## src/rtl/rt_shift_ctrl.sv

```systemverilog
// rt_shift_ctrl: shift-pulse initiator for one racetrack memory track.
//
// A request names a target domain offset. The block drives the shared shift
// direction (current_s_o) and shift strobe (current_m_o) until that domain sits
// under the access port. It then samples port_bit_i and returns the bit on a
// valid/ready response channel. Out-of-range targets issue no shift and answer
// with rsp_err_o=1.
//
// Ports:
//   clk_i, rstn                       clock, asynchronous active-low reset
//   req_valid_i/req_ready_o/req_pos_i request channel (target offset)
//   current_s_o                       direction: 0 = forward (+1), 1 = backward (-1)
//   current_m_o                       strobe, each rising edge commits one shift
//   port_bit_i                        cell output at the access port
//   rsp_valid_o/rsp_ready_i           response channel
//   rsp_data_o, rsp_err_o             sampled bit, out-of-range flag
//   pos_o                             current track offset
//   shift_cnt_o                       saturating shift count (RT_SHIFT_CNT_EN only)
//
// Optional feature macro: RT_SHIFT_CNT_EN adds shift_cnt_o[31:0].
module rt_shift_ctrl #(
  parameter int N_POS    = 64,
  parameter int PW       = $clog2(N_POS),
  parameter int PULSE_W  = 2,
  parameter int GAP_W    = 1,
  parameter int SETTLE_W = 1
) (
  input  logic          clk_i,
  input  logic          rstn,
  input  logic          req_valid_i,
  output logic          req_ready_o,
  input  logic [PW-1:0] req_pos_i,
  output logic          current_s_o,
  output logic          current_m_o,
  input  logic          port_bit_i,
  output logic          rsp_valid_o,
  input  logic          rsp_ready_i,
  output logic          rsp_data_o,
  output logic          rsp_err_o,
  output logic [PW-1:0] pos_o
`ifdef RT_SHIFT_CNT_EN
  ,
  output logic [31:0]   shift_cnt_o
`endif
);

  typedef enum logic [2:0] {
    ST_IDLE     = 3'd0,
    ST_SETUP    = 3'd1,
    ST_PULSE_HI = 3'd2,
    ST_PULSE_LO = 3'd3,
    ST_SETTLE   = 3'd4,
    ST_SAMPLE   = 3'd5,
    ST_RESP     = 3'd6
  } state_e;

  localparam logic [PW:0] NPOS_L = (PW+1)'(N_POS);
  // Where to go once the domain is in place; SETTLE is skipped when SETTLE_W=0.
  localparam state_e ST_AFTER_SHIFT = (SETTLE_W == 0) ? ST_SAMPLE : ST_SETTLE;

  state_e        state_r, state_nxt_s;
  logic [15:0]   cnt_r;
  logic [PW-1:0] tgt_r, tgt_nxt_s;
  logic          err_r, err_nxt_s;
  logic [PW-1:0] pos_r, pos_nxt_s;
  logic          dir_r, dir_nxt_s;
  logic          strobe_r, strobe_nxt_s;
  logic          ready_r, ready_nxt_s;
  logic          valid_r, valid_nxt_s;
  logic          data_r, data_nxt_s;
  logic          rerr_r, rerr_nxt_s;

  logic accept_s, range_err_s, same_s, step_s;
  logic pulse_done_s, gap_done_s, settle_done_s;

  assign accept_s      = (state_r == ST_IDLE) && req_valid_i;
  assign range_err_s   = ({1'b0, req_pos_i} >= NPOS_L);
  assign same_s        = (req_pos_i == pos_r);
  // One shift is committed on every entry into PULSE_HI.
  assign step_s        = (state_r != ST_PULSE_HI) && (state_nxt_s == ST_PULSE_HI);
  assign pulse_done_s  = (cnt_r == 16'(PULSE_W - 1));
  assign gap_done_s    = (cnt_r == 16'(GAP_W - 1));
  assign settle_done_s = (cnt_r == 16'(SETTLE_W - 1));

  // State register, per-state cycle counter and registered outputs.
  always_ff @(posedge clk_i or negedge rstn) begin
    if (!rstn) begin
      state_r  <= ST_IDLE;
      cnt_r    <= 16'd0;
      tgt_r    <= '0;
      err_r    <= 1'b0;
      pos_r    <= '0;
      dir_r    <= 1'b0;
      strobe_r <= 1'b0;
      ready_r  <= 1'b1;
      valid_r  <= 1'b0;
      data_r   <= 1'b0;
      rerr_r   <= 1'b0;
    end else begin
      state_r  <= state_nxt_s;
      cnt_r    <= (state_nxt_s != state_r) ? 16'd0 : cnt_r + 16'd1;
      tgt_r    <= tgt_nxt_s;
      err_r    <= err_nxt_s;
      pos_r    <= pos_nxt_s;
      dir_r    <= dir_nxt_s;
      strobe_r <= strobe_nxt_s;
      ready_r  <= ready_nxt_s;
      valid_r  <= valid_nxt_s;
      data_r   <= data_nxt_s;
      rerr_r   <= rerr_nxt_s;
    end
  end

  // Next-state logic. Out-of-range requests pass through SAMPLE (with the
  // sampled bit suppressed) so the error answer appears one cycle after accept.
  always_comb begin
    state_nxt_s = state_r;
    case (state_r)
      ST_IDLE: begin
        if (req_valid_i) begin
          if (range_err_s)  state_nxt_s = ST_SAMPLE;
          else if (same_s)  state_nxt_s = ST_AFTER_SHIFT;
          else              state_nxt_s = ST_SETUP;
        end else begin
          state_nxt_s = ST_IDLE;
        end
      end
      ST_SETUP:    state_nxt_s = ST_PULSE_HI;
      ST_PULSE_HI: begin
        if (pulse_done_s) state_nxt_s = ST_PULSE_LO;
        else              state_nxt_s = ST_PULSE_HI;
      end
      ST_PULSE_LO: begin
        if (!gap_done_s)          state_nxt_s = ST_PULSE_LO;
        else if (pos_r != tgt_r)  state_nxt_s = ST_PULSE_HI;
        else                      state_nxt_s = ST_AFTER_SHIFT;
      end
      ST_SETTLE: begin
        if (settle_done_s) state_nxt_s = ST_SAMPLE;
        else               state_nxt_s = ST_SETTLE;
      end
      ST_SAMPLE: state_nxt_s = ST_RESP;
      ST_RESP: begin
        if (rsp_ready_i) state_nxt_s = ST_IDLE;
        else             state_nxt_s = ST_RESP;
      end
      default: state_nxt_s = ST_IDLE;
    endcase
  end

  // Output logic: next values of every registered output, so the strobe
  // and the offset change on the same edge that enters PULSE_HI.
  always_comb begin
    ready_nxt_s  = (state_nxt_s == ST_IDLE);
    valid_nxt_s  = (state_nxt_s == ST_RESP);
    strobe_nxt_s = (state_nxt_s == ST_PULSE_HI);

    if (accept_s) begin
      tgt_nxt_s = req_pos_i;
      err_nxt_s = range_err_s;
    end else begin
      tgt_nxt_s = tgt_r;
      err_nxt_s = err_r;
    end

    // Direction only moves at accept, while the strobe is low.
    if (accept_s && !range_err_s && !same_s) dir_nxt_s = (req_pos_i < pos_r);
    else                                     dir_nxt_s = dir_r;

    if (step_s) pos_nxt_s = dir_r ? (pos_r - PW'(1)) : (pos_r + PW'(1));
    else        pos_nxt_s = pos_r;

    if (state_r == ST_SAMPLE) begin
      data_nxt_s = err_r ? 1'b0 : port_bit_i;
      rerr_nxt_s = err_r;
    end else if ((state_r == ST_RESP) && rsp_ready_i) begin
      data_nxt_s = 1'b0;
      rerr_nxt_s = 1'b0;
    end else begin
      data_nxt_s = data_r;
      rerr_nxt_s = rerr_r;
    end
  end

  assign req_ready_o = ready_r;
  assign rsp_valid_o = valid_r;
  assign rsp_data_o  = data_r;
  assign rsp_err_o   = rerr_r;
  assign current_m_o = strobe_r;
  assign current_s_o = dir_r;
  assign pos_o       = pos_r;

`ifdef RT_SHIFT_CNT_EN
  logic [31:0] shift_cnt_r;

  // Saturating count of committed shifts.
  always_ff @(posedge clk_i or negedge rstn) begin
    if (!rstn) begin
      shift_cnt_r <= 32'd0;
    end else if (step_s && (shift_cnt_r != 32'hFFFF_FFFF)) begin
      shift_cnt_r <= shift_cnt_r + 32'd1;
    end else begin
      shift_cnt_r <= shift_cnt_r;
    end
  end

  assign shift_cnt_o = shift_cnt_r;
`else
  // Shift counter not built.
`endif

endmodule

```

## config.mk

```make
export PLATFORM = sky130hd
export DESIGN_NAME = rt_shift_ctrl
export DESIGN_NICKNAME = d
export VERILOG_FILES = /design/src/rtl/rt_shift_ctrl.sv
export SDC_FILE = /design/constraint.sdc
export NUM_CORES = 1
export LEC_CHECK = 0
export ABC_AREA = 1
export CAP_MARGIN = 0
export CORE_UTILIZATION = 51
export DETAILED_ROUTE_END_ITERATION = 16
export GPL_TIMING_DRIVEN = 1
export PLACE_DENSITY = 0.85
export SYNTH_ARGS = -nofsm -noshare
export SYNTH_HDL_FRONTEND = slang
export SYNTH_SLANG_ARGS = --single-unit
```

## constraint.sdc

```tcl
create_clock -name clk_i -period 2.05 [get_ports clk_i]
set_input_delay 0.3075 -clock clk_i [delete_from_list [all_inputs] [get_ports clk_i]]
set_output_delay 0.3075 -clock clk_i [all_outputs]
set_load 0.005 [all_outputs]
```

### Word-level counts from Yosys, hierarchy flattened

Index checks and enable logic that the tools add are counted.
Widths: inputs -> output; s select.

| cells by class | value |
|---|---|
| add/sub/neg operators | 3 |
| $lt $le $gt $ge | 1 |
| equality and inequality tests | 13 |
| multiplexer cells | 13 |
| reductions and logical operators | 9 |

Operators with widths:

| operator | number |
|---|---|
| $pmux 3 s7 | 1 |
| $add 16x1->16 const B | 1 |
| $eq 16x1->1 const B | 1 |
| $logic_not 16->1 | 1 |
| $mux 16 | 1 |
| $mux 3 | 5 |
| $eq 3x3->1 const B | 4 |
| $eq 3x2->1 const B | 3 |
| $add 6x1->6 const B | 1 |
| $eq 6x6->1 | 1 |
| $logic_not 3->1 | 2 |
| $lt 6x6->1 | 1 |
| $mux 6 | 1 |
| $ne 6x6->1 | 1 |
| $sub 6x1->6 const B | 1 |
| $mux 1 | 5 |
| $logic_and 1x1->1 | 4 |
| $eq 3x1->1 const B | 1 |
| $ne 3x2->1 const B | 1 |
| $ne 3x3->1 | 1 |
| $reduce_bool 2->1 | 1 |
| $logic_not 1->1 | 1 |

| storage, ports and cells | value |
|---|---|
| register bits | 37 |
| output and inout port bits | 12 |
| word-level logic and storage cells | 49 |

### Longest topological paths before layout

| logic depth | value |
|---|---|
| depth in word-level cells | 6 |
| mapped depth | 13 |

### Least setup slack after synthesis

Ideal clock, no wire load.

| path | value |
|---|---|
| kind | reg-to-reg |
| start point | register pos_r[5] (netlist: pos_o[5]) |
| end point | register cnt_r[13] |
| arrival time | 1.931 ns |
| path slack | 0.051 ns |
| stages on the path, launching flop included | 14 |
| path buffers | 1 |
| path through | dfrtp_1 -> inv_1 -> ha_1 -> nand2_1 -> nor2_1 -> nand3_1 -> nand2_4 -> nand2_2 -> nor2_4 -> inv_2 -> o21ai_2 -> nand3_4 -> buf_12 -> nor2_4 |

| on the way | value |
|---|---|
| cells in the longest elaborated chain, start to end | 6 |

RTL lines:

| item | RTL line | text |
|---|---|---|
| start, declared | 65 | `logic [PW-1:0] pos_r, pos_nxt_s;` |
| start signal, assigned | 104 | `pos_r <= pos_nxt_s;` |
| $eq 6x6->1 | 78 | `assign same_s = (req_pos_i == pos_r);` |
| $mux 3 | 122 | `else if (same_s) state_nxt_s = ST_AFTER_SHIFT;` |
| $mux 3 | 120 | `if (req_valid_i) begin` |
| $pmux 3 s7 | 118 | `case (state_r)` |
| named net state_nxt_s[0] | 61 | `state_e state_r, state_nxt_s;` |
| $ne 3x3->1 | 101 | `cnt_r <= (state_nxt_s != state_r) ? 16'd0 : cnt_r + 16'd1;` |
| $mux 16 | 101 |  |
| end signal, assigned | 101 |  |
| end, declared | 62 | `logic [15:0] cnt_r;` |

The timed path passes the listed nets, and every way through them passes these cells.
A chain may end at the register's enable or synchronous reset.

### Worst setup path in the final report

| path | value |
|---|---|
| start point | register pos_r[2] (netlist: pos_o[2]) |
| end point | register cnt_r[15] |

Same word-level chain as after synthesis.

==> impl_metrics.py <==
metrics = {
    "run_status": {
        "status": "finished, final reports clean",
    },
    "setup_path": {
        "critPathLaunch": "pos_o[2]",
        "crit_required_ps": 2270,
        "path_max_fanout": 8,
        "timing.reg2reg.setup_slack_ps": 50,
        "critical_path_arrival_ps": 2210,
        "ff2ff_path_depth": 13,
        "crit_path_start_kind": "register",
        "worstReg2RegEnd": "cnt_r[15]",
        "reg2reg_from": "pos_o[2]",
        "worstSetupPathType": "reg -> reg",
        "end_kind": "register",
        "setup.worst_path.end": "cnt_r[15]",
    },
    "synth": {
        "ys_ff_latch": 36,
        "syn_nets": 305,
        "ys_top_cells_by_count": "63 x nand2_1, 37 x inv_1, 35 x dfrtp_1",
        "yosys_warnings": 0,
        "synth_top_area_share_pct": 37.88,
        "yosysUniqueCellTypes": 30,
        "synthTopCellsByArea": "dfrtp_1 38%, nand2_1 10%, ha_1 7.0%, nor2_4 6.8%, inv_1 6.0%",
        "postSynthAreaPerCell_um2": 8.258,
        "yosysMostFrequentCell": "nand2_1",
        "yosysSeqAreaShare_pct": 39.02,
        "async_flop_share_pct": 100.0,
        "synth_top_cell_by_area": "dfrtp_1",
        "synth_edf_count": 0,
        "netlist_area_um2": 2312,
        "syn_inst": 280,
        "synthFlopType": "dfrtp_1",
    },
    "routing": {
        "drtIter0Drc": 102,
        "vias_per_cell": 5.306,
        "drtPass1Iterations": 4,
        "drt-total-wl_mm": 5.334,
        "vias": 2011,
        "antenna_left": 0,
        "wire_per_inst_um": 14.07,
        "drc": 0,
    },
    "clock_network": {
        "clk_pin_slew_worst_paths_ps": 70,
        "numCtsBuffers": 5,
        "clockBufferDepth": 2,
        "cts_sinks": 36,
        "root_buffer": "clkbuf_8",
        "cts_hold_buf": 0,
        "h-tree-depth": 2,
        "tritoncts": "done",
        "clk_latency_ps": 290,
    },
    "placement": {
        "port_buffers": 21,
        "dp_hpwl_mm": 3.461,
        "numPlacedInstances": 362,
        "gp_congestion": 0.8310,
    },
    "floorplan": {
        "die_x_um": 69.34,
        "coreArea_um2": 4354,
        "die_area_um2": 4807,
        "ios": 23,
        "start_util_pct": 53.10,
        "die_h_um": 69.34,
        "num_rows": 24,
    },
    "global_route": {
        "grt_antenna_before_repair": 0,
        "grt_use_total_pct": 21.71,
        "first_global_vias": 1957,
        "gr-total-overflow": 0,
        "grt_max_degree": 37,
        "grt_pass1_wl_mm": 8.245,
    },
    "timing": {
        "period_needed_ps": 1995,
        "setup_violations": 0,
        "fin_worst_skew_ps": 5.603,
        "fmax_ghz": 0.5013,
        "hold_slack_ps": 55.10,
        "finalHoldViolCount": 0,
        "slew_violations": 0,
        "period_share_pct": 97.32,
    },
    "finish": {
        "area_growth_pct": 28.08,
        "diodes": 0,
        "drive_gt1_share_pct": 23.85,
        "fin_cells": 379,
        "final_nets": 351,
    },
    "power": {
        "total_power_uw": 4815,
        "ir_drop_v": 0.0009874,
        "leakage_uw": 0.001432,
        "p_per_area_nw_per_um2": 1626,
    },
    "job": {
        "drv_cap": 0,
    },
    "worst_hold_path": {
        "hp-class": "in -> async",
    },
}
cell usage in the layout (no fill, tap or decap), drive strengths merged, types with 5 or more instances in the layout:
master	n
clkdlybuf4s50	16
nor2	45
a21oi	10
nand4	6
xor2	13
ha	13
buf	21
nand3	22
xnor2	5
inv	40
clkbuf	8
nand2	68
o21ai	11
dfrtp	35
sequential cells by signal, summed over array words and instances (netlist names):
name	flops
cnt_r	16
current_m_o	1
current_s_o	1
pos_o	6
req_ready_o	1
rsp_data_o	1
rsp_valid_o	1
state_r	3
tgt_r	6
cells by family (layout without fill, tap and decap cells):
group	after synthesis	count (layout)	synth area share (%)
AND/OR/NAND/NOR	145	145	32.90
other	1	1	0.1622
AO/OA/AOI/OAI	23	23	5.358
flip-flops	36	36	39.02
adder cells (fa/ha/maj)	14	14	7.901
buffers and inverters	43	90	7.846
XOR/XNOR	18	18	6.818
critical path, stage by stage (launching register included):
cell and delay, ps:
dfrtp_1 340, inv_1 60, ha_1 290, nand2_2 80
nor2_4 140, nand3_4 110, nand2_4 80, nand2_2 60
nor2_4 130, inv_2 70, o21ai_4 150, nand3_4 140
buf_12 170, nor2_1 100
cell type report:
| class | instances | area (um2) |
|---|---|---|
| clock inverter | 1 | 30.03 |
| clock buffer | 7 | 96.34 |
| tap | 52 | 65.06 |
| multi-input combinational | 201 | 1318 |
| sequential | 36 | 904.6 |
| inverter | 40 | 150.1 |
| fill | 309 | 1393 |
| timing repair buffer | 42 | 397.9 |
layer usage:
layer / up-vias / wire length, um / track usage, %
met5: - / 0 / 0
met3: 24 / 291 / 4.070
met4: 0 / 208 / 11.79
met1: 953 / 2117 / 26.00
met2: 67 / 2717 / 36.79
li1: 967 / - / -
stage by stage:
stage          setup TNS [ps]  area [um2]  utilization (%)  setup slack, ps
5_1_grt                -82.84        2962            68.02           -23.47
6_report                    0        2962            68.02            55.00
3_5_place_dp            -9268        2654            60.95           -437.3
3_3_place_gp            -7101        2654            60.95           -332.1
4_1_cts                     0        2854            65.55            15.97
2_1_floorplan               0        2312                -            51.16
power by group:
part	switching, uW	leakage [uW]	internal, uW
Combinational	1690	0.000902	1340
Sequential	179	0.000465	934
Clock	252	0.0000645	429
worst min path at each step:
stage,from,endpoint,slack [ps],cells after the start
6_report,rstn,cnt_r[6],60,2
3_3_place_gp,rstn,cnt_r[8],370,2
2_1_floorplan,rstn,cnt_r[0],10,0
3_5_place_dp,rstn,cnt_r[8],380,2
5_1_grt,rstn,cnt_r[11],90,2
4_1_cts,rstn,cnt_r[11],70,2
what timing repair did:
action                                  CTS  global route
setup buffers                             2             6
pin swaps                                 6            11
endpoints found under the setup margin   22            22
resized for setup                        10            16
cloned                                    1             0
No activity file was read; power rests on OpenSTA's default activity.
==> patch: new RTL, config.mk and constraints unchanged <==
The parameter `N_POS` goes from 64 to 256.
--- a/src/rtl/rt_shift_ctrl.sv
+++ b/src/rtl/rt_shift_ctrl.sv
@@ -21,3 +21,3 @@
 module rt_shift_ctrl #(
-  parameter int N_POS    = 64,
+  parameter int N_POS    = 256,
   parameter int PW       = $clog2(N_POS),
Interface: changed (resized pos_o and req_pos_i); port bits go from 23 to 27. No check against the original RTL was run, so the function may have changed too.
==> patch against the original RTL <==
Setup slack got worse by 0.043 ns. Total power increased by 7.8%. Routed wire length increased by 32%. Critical endpoint is now cnt_r[4]. Cell area increased by 21%. Sequential power increased by 9.9%. First-iteration DRC count increased to 2.7 times the old value. Area after synthesis increased by 19%. Highest routed layer unchanged. Sequential cell count increased by 4. Combinational power increased by 14%. Die area increased by 18%. Cell count increased by 30%. Count of clock-buffer cells in the layout decreased by 2.
==> patch: results (changes against the original RTL) <==
Layout
  • Largest register FFs: 16 (unchanged)
  • Biggest register: cnt_r
  • Fill cells: 390 (+26%)
  • Layout cells sized above 1: 0.226 (-0.0121)
  • Nets: 454 (+29%)

Clocking
  • CTS Buf Count: 5 (unchanged)
  • Clk_lat worst skew: 0.31 ns (+0.02 ns)
  • Clock transition at path regs: 0.09 ns (+0.02 ns)
  • Clk root buf: clkbuf_8
  • H-tree levels: 2 (unchanged)

Synthesis
  • Top post-synthesis cells by area: dfrtp_1 35%, nand2_1 14%, ha_1 7.7%, inv_1 7.4%, xor2_1 5.4%
  • Post-synthesis sequential area ratio: 0.364 (-0.0261)
  • Synth cell types: 31 (+3.3%)
  • Syn nets: 398 (+30%)
  • Most instantiated cells after synthesis: 102 x nand2_1, 54 x inv_1, 39 x dfrtp_1

Global route
  • Vias in the first global route: 2366 (+21%)
  • First-pass GRT wire length: 10400 µm (+26%)
  • GRT Total Usage: 0.241 (+0.0234)
  • Largest net degree at the start of global routing: 22 (-41%)

Critical path
  • WP data arrival: 2.27 ns (+0.06 ns)
  • Critical Path Max Stage Delay: 0.37 ns (+0.03 ns)

Routing
  • Detailed Routing Iterations Pass 1: 5 (+1)
  • 1st-iter DRT viols: 277 (+170%)
  • Via density: 5.31 (about the same)
  • Routed WL: 7050 µm (+32%)

STA
  • Final hold viol count: 0 (unchanged)
  • Clk_skew: 0.0195 ns (+0.0139 ns)

Placement
  • Area post-placement: 3220 µm² (+21%)
  • Pre-CTS WS: -0.361 ns (+0.0765 ns)
  • Post-DP HPWL: 4690 µm (+36%)
  • # port buffers: 25 (+19%)
  • GPL Wtd Cong: 0.864 (+4.0%)

Power
  • Internal power: 2.76 mW (+2.1%)
  • Worst VDD drop: 0.000888 V (-10%)
  • Lkg Pwr: 1.82 nW (+27%)

Hold path
  • Worst Hold Class: in -> reg

Status
  • Status: complete, no violations
patch: cell families after synthesis:
group           count (synthesis)  synth area share
simple gates                  194             0.331
fa+ha+maj                      18            0.0845
compound gates                 28            0.0591
buf+inv                        67            0.0995
flops                          40             0.364
other cells                     1           0.00136
xor+xnor                       19            0.0605
patch: per-layer routing:
layer,share of wire,global-route usage,vias to the layer above
met4,0.015,0.0576,0
li1,-,-,1270
met1,0.43,0.318,1238
met5,0,0,-
met2,0.49,0.412,95
met3,0.058,0.0423,18
patch: layout make-up:
class / count / share of cell area
inverters: 62 / 0.0650
clock buffers: 5 / 0.0192
clock inverters: 3 / 0.00524
well taps: 70 / 0.0245
flip-flops and latches: 40 / 0.281
multi-input cells: 262 / 0.462
repair buffers: 52 / 0.143
patch: path summary, 6_finish.rpt:
check	end	slack, ns	startpoint	cells past startpoint
max	cnt_r[4]	0.01	pos_o[5]	11
min	tgt_r[3]	0.30	req_pos_i[3]	3
max reg2reg	cnt_r[4]	0.01	pos_o[5]	11
min reg2reg	tgt_r[0]	0.53	tgt_r[0]	2
max in group asynchronous	req_ready_o	0.95	rstn	3
min in group asynchronous	cnt_r[9]	0.48	rstn	2
patch: power groups by stage:
stage	registers (mW)	clock network, mW	logic (mW)
after global routing	1.26	0.555	3.77
after global placement	1.21	0	2.68
after detailed placement	1.22	0	2.82
after floorplan	1.25	0	1.84
after CTS	1.21	0.531	2.97
final	1.22	0.529	3.44
patch: metrics by stage:
stage | cells | setup TNS (ns) | util
6_report | 494 | 0 | 0.696
5_1_grt | 494 | -0.557 | 0.696
4_1_cts | 490 | 0 | 0.654
3_5_place_dp | 479 | -8.55 | 0.627
3_3_place_gp | 479 | -6.06 | 0.627
2_1_floorplan | 367 | 0 | -
patch: worst max-delay path: cells and delay by family (launching register included):
| family | cells | cell delay (ns) |
|---|---|---|
| adders and majority gates | 1 | 0.26 |
| buffers and inverters | 2 | 0.26 |
| DFF | 1 | 0.37 |
| and+or+nand+nor | 8 | 1.08 |
patch: repair_timing:
action	in CTS	in global routing
endpoints found under the hold margin	19	0
buffers inserted	0	3
resized for setup	6	40
endpoints found under the setup margin	24	27
cloned	2	1
pin swaps	3	17
hold buffers	1	0
